[src/rtl/instr_fetch.sv]
// Instruction fetch unit: owns the PC, drives the command memory address and
// registers the fetched word with its PC for decode. Handles stall, redirect
// with wrong-path squash and sticky misalignment flag.
// Optional halt-on-syscall support is compiled in with INSTR_FETCH_HALT_DETECT_EN.
module instr_fetch #(
  parameter int                    ADDR_WIDTH = 32,
  parameter int                    DATA_WIDTH = 32,
  parameter logic [ADDR_WIDTH-1:0] RESET_PC   = '0,
  parameter logic [DATA_WIDTH-1:0] HALT_WORD  = 'hC
) (
  input  logic                  clk,
  input  logic                  rst_n,
  output logic [ADDR_WIDTH-1:0] read_addr,
  input  logic [DATA_WIDTH-1:0] command_in,
  input  logic                  stall,
  input  logic                  redirect,
  input  logic [ADDR_WIDTH-1:0] redirect_pc,
  input  logic                  resume,
  output logic [DATA_WIDTH-1:0] inst_out,
  output logic [ADDR_WIDTH-1:0] inst_pc,
  output logic [ADDR_WIDTH-1:0] inst_pc_plus4,
  output logic                  inst_valid,
  output logic                  halted,
  output logic                  align_err,
  output logic [31:0]           fetch_count
);

  typedef enum logic {RUN = 1'b0, HALT = 1'b1} state_t;

  state_t                state_q, state_nx;
  logic [ADDR_WIDTH-1:0] pc_q, pc_nx;
  logic [DATA_WIDTH-1:0] inst_nx;
  logic [ADDR_WIDTH-1:0] ipc_nx, ip4_nx;
  logic                  valid_q, valid_nx;
  logic                  halted_q, halted_nx;
  logic                  align_q, align_nx;
  logic [31:0]           cnt_q, cnt_nx;

  logic [ADDR_WIDTH-1:0] target_pc;
  logic                  target_misaligned;
  logic                  halt_hit;
  logic                  resume_en;

  assign target_pc         = {redirect_pc[ADDR_WIDTH-1:2], 2'b00};
  assign target_misaligned = |redirect_pc[1:0];

`ifdef INSTR_FETCH_HALT_DETECT_EN
  assign halt_hit  = (command_in == HALT_WORD);
  assign resume_en = resume;
`else
  // Without halt detection the FSM never leaves RUN, so resume has no effect.
  logic unused_resume;
  assign unused_resume = resume;
  assign halt_hit      = 1'b0;
  assign resume_en     = 1'b0;
`endif

  // Next-state and next-output decode; every register holds unless changed.
  always_comb begin
    state_nx = state_q;
    pc_nx    = pc_q;
    inst_nx  = inst_out;
    ipc_nx   = inst_pc;
    ip4_nx   = inst_pc_plus4;
    valid_nx = valid_q;
    align_nx = align_q;
    cnt_nx   = cnt_q;
    case (state_q)
      RUN: begin
        if (redirect) begin
          pc_nx    = target_pc;
          valid_nx = 1'b0;
          align_nx = align_q | target_misaligned;
        end else if (!stall) begin
          inst_nx  = command_in;
          ipc_nx   = pc_q;
          ip4_nx   = pc_q + ADDR_WIDTH'(4);
          valid_nx = 1'b1;
          pc_nx    = pc_q + ADDR_WIDTH'(4);
          cnt_nx   = cnt_q + 32'd1;
          if (halt_hit) state_nx = HALT;
        end
      end
      HALT: begin
        // The halting instruction was already issued; stall is ignored here.
        valid_nx = 1'b0;
        if (redirect) begin
          pc_nx    = target_pc;
          align_nx = align_q | target_misaligned;
        end
        if (resume_en) state_nx = RUN;
      end
      default: state_nx = RUN;
    endcase
    // halted rises one edge after entry, i.e. once the halting word has been
    // presented with inst_valid=1 for a cycle, and drops on the resume edge.
    halted_nx = (state_q == HALT) && (state_nx == HALT);
  end

  // State and output registers with synchronous active-low reset.
  always_ff @(posedge clk) begin
    if (!rst_n) begin
      state_q       <= RUN;
      pc_q          <= RESET_PC;
      inst_out      <= '0;
      inst_pc       <= '0;
      inst_pc_plus4 <= '0;
      valid_q       <= 1'b0;
      halted_q      <= 1'b0;
      align_q       <= 1'b0;
      cnt_q         <= '0;
    end else begin
      state_q       <= state_nx;
      pc_q          <= pc_nx;
      inst_out      <= inst_nx;
      inst_pc       <= ipc_nx;
      inst_pc_plus4 <= ip4_nx;
      valid_q       <= valid_nx;
      halted_q      <= halted_nx;
      align_q       <= align_nx;
      cnt_q         <= cnt_nx;
    end
  end

  assign read_addr   = pc_q;
  assign inst_valid  = valid_q;
  assign halted      = halted_q;
  assign align_err   = align_q;
  assign fetch_count = cnt_q;

endmodule

[config.mk]
export PLATFORM = sky130hd
export DESIGN_NAME = instr_fetch
export DESIGN_NICKNAME = d
export VERILOG_FILES = /design/src/rtl/instr_fetch.sv
export SDC_FILE = /design/constraint.sdc
export NUM_CORES = 1
export LEC_CHECK = 0
export ABC_AREA = 1
export CORE_MARGIN = 8
export CORE_UTILIZATION = 40
export DETAILED_ROUTE_END_ITERATION = 8
export GPL_ROUTABILITY_DRIVEN = 0
export PLACE_DENSITY = 0.72
export SYNTH_ARGS = -nofsm -noshare
export SYNTH_HDL_FRONTEND = slang
export SYNTH_SLANG_ARGS = --single-unit
[constraint.sdc]
create_clock -name clk -period 2.5 [get_ports clk]
set_input_delay 0.5 -clock clk [delete_from_list [all_inputs] [get_ports clk]]
set_output_delay 0.5 -clock clk [all_outputs]
set_load 0.02 [all_outputs]
## Word level (Yosys, flattened, before mapping)

Index checks and enable logic that the tools add are counted.

- Flip-flop bits (word level): 164
- Bits of input ports: 69
- Output and inout port bits: 163

- $add $sub $neg: 2
- Equality and inequality tests: 2
- Multiplexer cells: 9
- Bitwise logic cells: 4
- Reductions and logical operators: 4

Operators with widths:

| operator | count |
|---|---|
| two-way mux 32 bit | 3 |
| one-hot mux 32 bit (2 select lines) | 1 |
| adder 32 x 1 -> 32 bit (second input constant) | 1 |
| adder 32 x 3 -> 32 bit (second input constant) | 1 |
| one-hot mux 1 bit (2 select lines) | 2 |
| two-way mux 1 bit | 3 |
| inequality test 3 bit (second input constant) | 1 |
| inverter 1 bit | 3 |
| AND reduction 3 bit | 1 |
| inequality test 2 bit (second input constant) | 1 |
| AND reduction 2 bit | 1 |
| OR reduction 2 bit | 1 |
| logical AND 1 bit | 1 |
| bitwise OR 1 bit | 1 |

## Logic depth before layout (Yosys ltp)

- Word-level depth: 4
- Gate-level depth with buffers: 11
- Gate-level depth less buffers: 10

## Worst setup path after synthesis

No wires, ideal clock.

- Kind: register -> register
- Start: register pc_q[2] (netlist: read_addr[2])
- End: register inst_pc_plus4[26]
- Setup time: 0.132 ns
- Arrival time: 1.424 ns
- Data required time: 2.368 ns
- Setup slack: 0.945 ns
- Cell stages (with the launch flop): 9
- Clock period less this slack: 1.555 ns
- Cell sequence: dfxtp_1 -> ha_1 -> nand2_1 -> nor2_4 -> nand2_4 -> nor2_4 -> nand3_1 -> nand3_2 -> a21oi_1

- Word-level cells in the longest chain between the ends: 1

RTL lines:

| element | line | RTL |
|---|---|---|
| start: declaration | 31 | `logic [ADDR_WIDTH-1:0] pc_q, pc_nx;` |
| start signal: assignment | 114 | `pc_q <= pc_nx;` |
| adder 32 x 3 -> 32 bit | 77 | `ip4_nx = pc_q + ADDR_WIDTH'(4);` |
| end signal: assignment | 117 | `inst_pc_plus4 <= ip4_nx;` |
| end: declaration | 21 | `output logic [ADDR_WIDTH-1:0] inst_pc_plus4,` |

Every way passes these cells.
A chain may end at the register's enable or synchronous reset.

## Worst setup path in the final report

- Start: register pc_q[4] (netlist: read_addr[4])
- End: output port read_addr[4]

RTL lines:

| element | line | RTL |
|---|---|---|
| end: declaration | 13 | `output logic [ADDR_WIDTH-1:0] read_addr,` |

No word-level cell between the ends.

==> reports/results.txt <==
Run status -> finished clean
Tmin final -> 2.12 ns
Cells after synthesis -> 966
EDFF count, synth -> 0
Crit path kind -> reg2out
Clk Latency, worst-skew pair -> 0.42 ns
H-tree levels -> 4
Post-layout nets -> 1,245
Post-route ant nets -> 0
# placed instances -> 1,380
CP max FO -> 8
CP max stage cell -> clkdlybuf4s50_1
I/O pin count -> 232
Hold/Removal Path Class -> reg2reg
Synth top cells by count -> nand2_1, dfxtp_1, nor2_1
Largest cells by area after synthesis -> dfxtp_1, nand2_1, nor2_1
Detail Placement HPWL -> 16,500 um
CP peak stage delay -> 0.68 ns
Initial drt markers -> 349
Switching Share -> 25.3%
TNS Setup -> 0 ns
Core outline area -> 17,100 um^2
Crit path capture type -> output port
Clock sink count -> 156
Hold path startpoint -> align_err
Fillers -> 1,638
Finish-stage setup viols -> 0
Initial antenna violation count -> 0
Crit-path leading delay family -> buffers and inverters
WHS Path Cells -> 2
Synth-to-layout area growth -> 43.0%
Dominant cell type by area after synthesis -> dfxtp_1
Startpoint types -> register
First-pass GRT wire length -> 35,200 um
CTS Hold Bufs -> 0
Ant. Diodes -> 0
TritonCTS clock tree -> done
Top-count cell post-synth -> nand2_1
FF-to-FF End -> inst_pc_plus4[30]
Asr flop ratio synth -> 0%
Ratio of cells with drive above 1 in the final layout -> 7.25%
Buf+Inv Stages, Crit Path -> 1
PD cells -> 621 nW/um^2
Ys Warns -> 0
Post-cts sizing count -> 0
Root buffer cell -> clkbuf_16
Tcrit/Tclk final -> 84.8%
Vias -> 6,878
Crit path required time -> 2.00 ns
CTS max path bufs -> 2
Cell Count, Final, Fillers Out -> 1,411
Sequential area share after synthesis -> 45.1%
Routed Wire Length -> 22,400 um
Die area -> 21,800 um^2
#FFs+latches synth -> 156
Min Hold Slack -> 0.458 ns
Clk_skew -> 0.0111 ns
Synth cell types -> 40
Clock-pin transition on the worst setup and hold timing paths -> 0.06 ns
TritonCTS buffer count -> 17
Multi-input combinational cell area -> 3210 um^2
Critical path, cell by cell -> clkdlybuf4s50_1
R2R depth -> 9
Hold Violations, Final -> 0
Register area -> 3120 um^2
Die W -> 148 um
Data arrival time of the worst path -> 1.62 ns
Power share of the clock group -> 43.1%
Power share of the combinational group -> 13.3%
RR Startpoint -> read_addr[2]
PortBufs -> 223
Reg power frac -> 43.6%
Slew Viols, Final -> 0
Peak supply drop -> 0.478 mV
Die Span Y -> 148 um
Mapped cell area -> 6920 um^2
Psw -> 1.55 mW
Fmax -> 472 MHz
Int Pwr -> 4.59 mW
CP Launch Point -> read_addr[4]
Remaining Overflow, GRT -> 0
Number of setup buffers added after CTS -> 0
RSZ-0062 raised after global routing -> no
Max-cap violations -> 0
Routed wire length per instance -> 15.9 um
Cell Rows -> 48
Leakage -> 3.68 nW
Final Total Pwr -> 6.14 mW
Post-DR vias/cell -> 4.87
Number of global-route vias before repair -> 6,634
Top-area cell type share of the netlist area -> 45.1%
Starting Density -> 40.4%
DRC viols -> 0
Synth Area per Inst -> 7.16 um^2
GRT Total Usage -> 20.2%
Hold endpoint -> align_err
Synth Flop Type -> dfxtp_1
Drt pass-1 iters -> 4
FF-to-FF setup slack -> 0.79 ns
Largest net degree at the start of global routing -> 85
==> power groups by stage <==
stage / registers, mW / clock network, mW / logic, mW
after floorplan: 2.85 / 0 / 0.284
after global placement: 2.73 / 0 / 0.815
after detailed placement: 2.73 / 0 / 0.822
after CTS: 2.68 / 2.69 / 0.825
after global routing: 2.69 / 2.78 / 0.885
final: 2.68 / 2.65 / 0.816
==> cell type report <==
cell class	count	area share (%)
Multi-Input combinational cell	676	32.4
Tap cell	225	2.85
Inverter	91	3.50
Timing Repair Buffer	232	23.6
Sequential cell	156	31.6
Clock buffer	21	4.65
Clock inverter	10	1.42
==> registers in the layout (all words and copies together) (netlist names) <==
signal	count
fetch_count	32
inst_out	32
inst_pc	30
inst_pc_plus4	30
read_addr	30
align_err	1
inst_valid	1
==> worst max path at each step <==
stage / to / cells past startpoint
after floorplan: inst_pc_plus4[26] / 8
after global placement: inst_pc_plus4[14] / 7
after detailed placement: fetch_count[24] / 9
after CTS: read_addr[6] / 1
after global routing: read_addr[6] / 1
final: read_addr[4] / 1
==> kinds of logic (layout without fill, tap and decap cells) <==
logic type / after synthesis / in the layout / share of synthesized area [%]
XOR/XNOR: 13 / 13 / 1.65
AND/OR/NAND/NOR: 440 / 440 / 28.0
buffers and inverters: 140 / 354 / 8.81
adder cells (fa/ha/maj): 2 / 2 / 0.362
AO/OA/AOI/OAI: 214 / 214 / 16.0
other: 1 / 7 / 0.0542
flip-flops: 156 / 156 / 45.1
==> through the flow <==
| step | util [%] | worst slack (ns) | area, um^2 |
|---|---|---|---|
| 4_1_cts | 57.8 | 0.376 | 9890 |
| 3_5_place_dp | 54.3 | 0.326 | 9290 |
| 3_3_place_gp | 54.3 | 0.365 | 9290 |
| 2_1_floorplan | - | 0.945 | 6940 |
| 5_1_grt | 57.8 | 0.324 | 9890 |
| 6_report | 57.8 | 0.381 | 9890 |
==> per-layer routing <==
metal / up-vias / global-route usage [%] / part of all wire, % / routed length, um
met4: 0 / 6.83 / 1.8 / 413
met5: - / 0 / 0 / 0
met2: 205 / 34.6 / 47 / 10600
met3: 31 / 6.21 / 7.4 / 1660
li1: 3507 / - / - / -
met1: 3135 / 23.6 / 43 / 9690
==> cells in the final DEF (no fill, tap or decap), types with 3 or more instances in the layout <==
master           count
a21oi_1             92
a31oi_1              9
buf_12               3
buf_4                6
bufinv_16            3
clkbuf_16           17
clkdlybuf4s50_1    222
clkinvlp_4           3
conb_1               7
dfxtp_1            156
inv_1               82
inv_2                7
nand2_1            188
nand2_2              8
nand2_4              3
nand3_1             49
nand3_2              7
nand4_1              9
nor2_1             149
nor2_2               8
nor2_4               9
o21ai_0             98
o21ai_1              7
o21bai_1             3
xor2_1              12
Note: power is estimated with default switching activity, not from simulation.
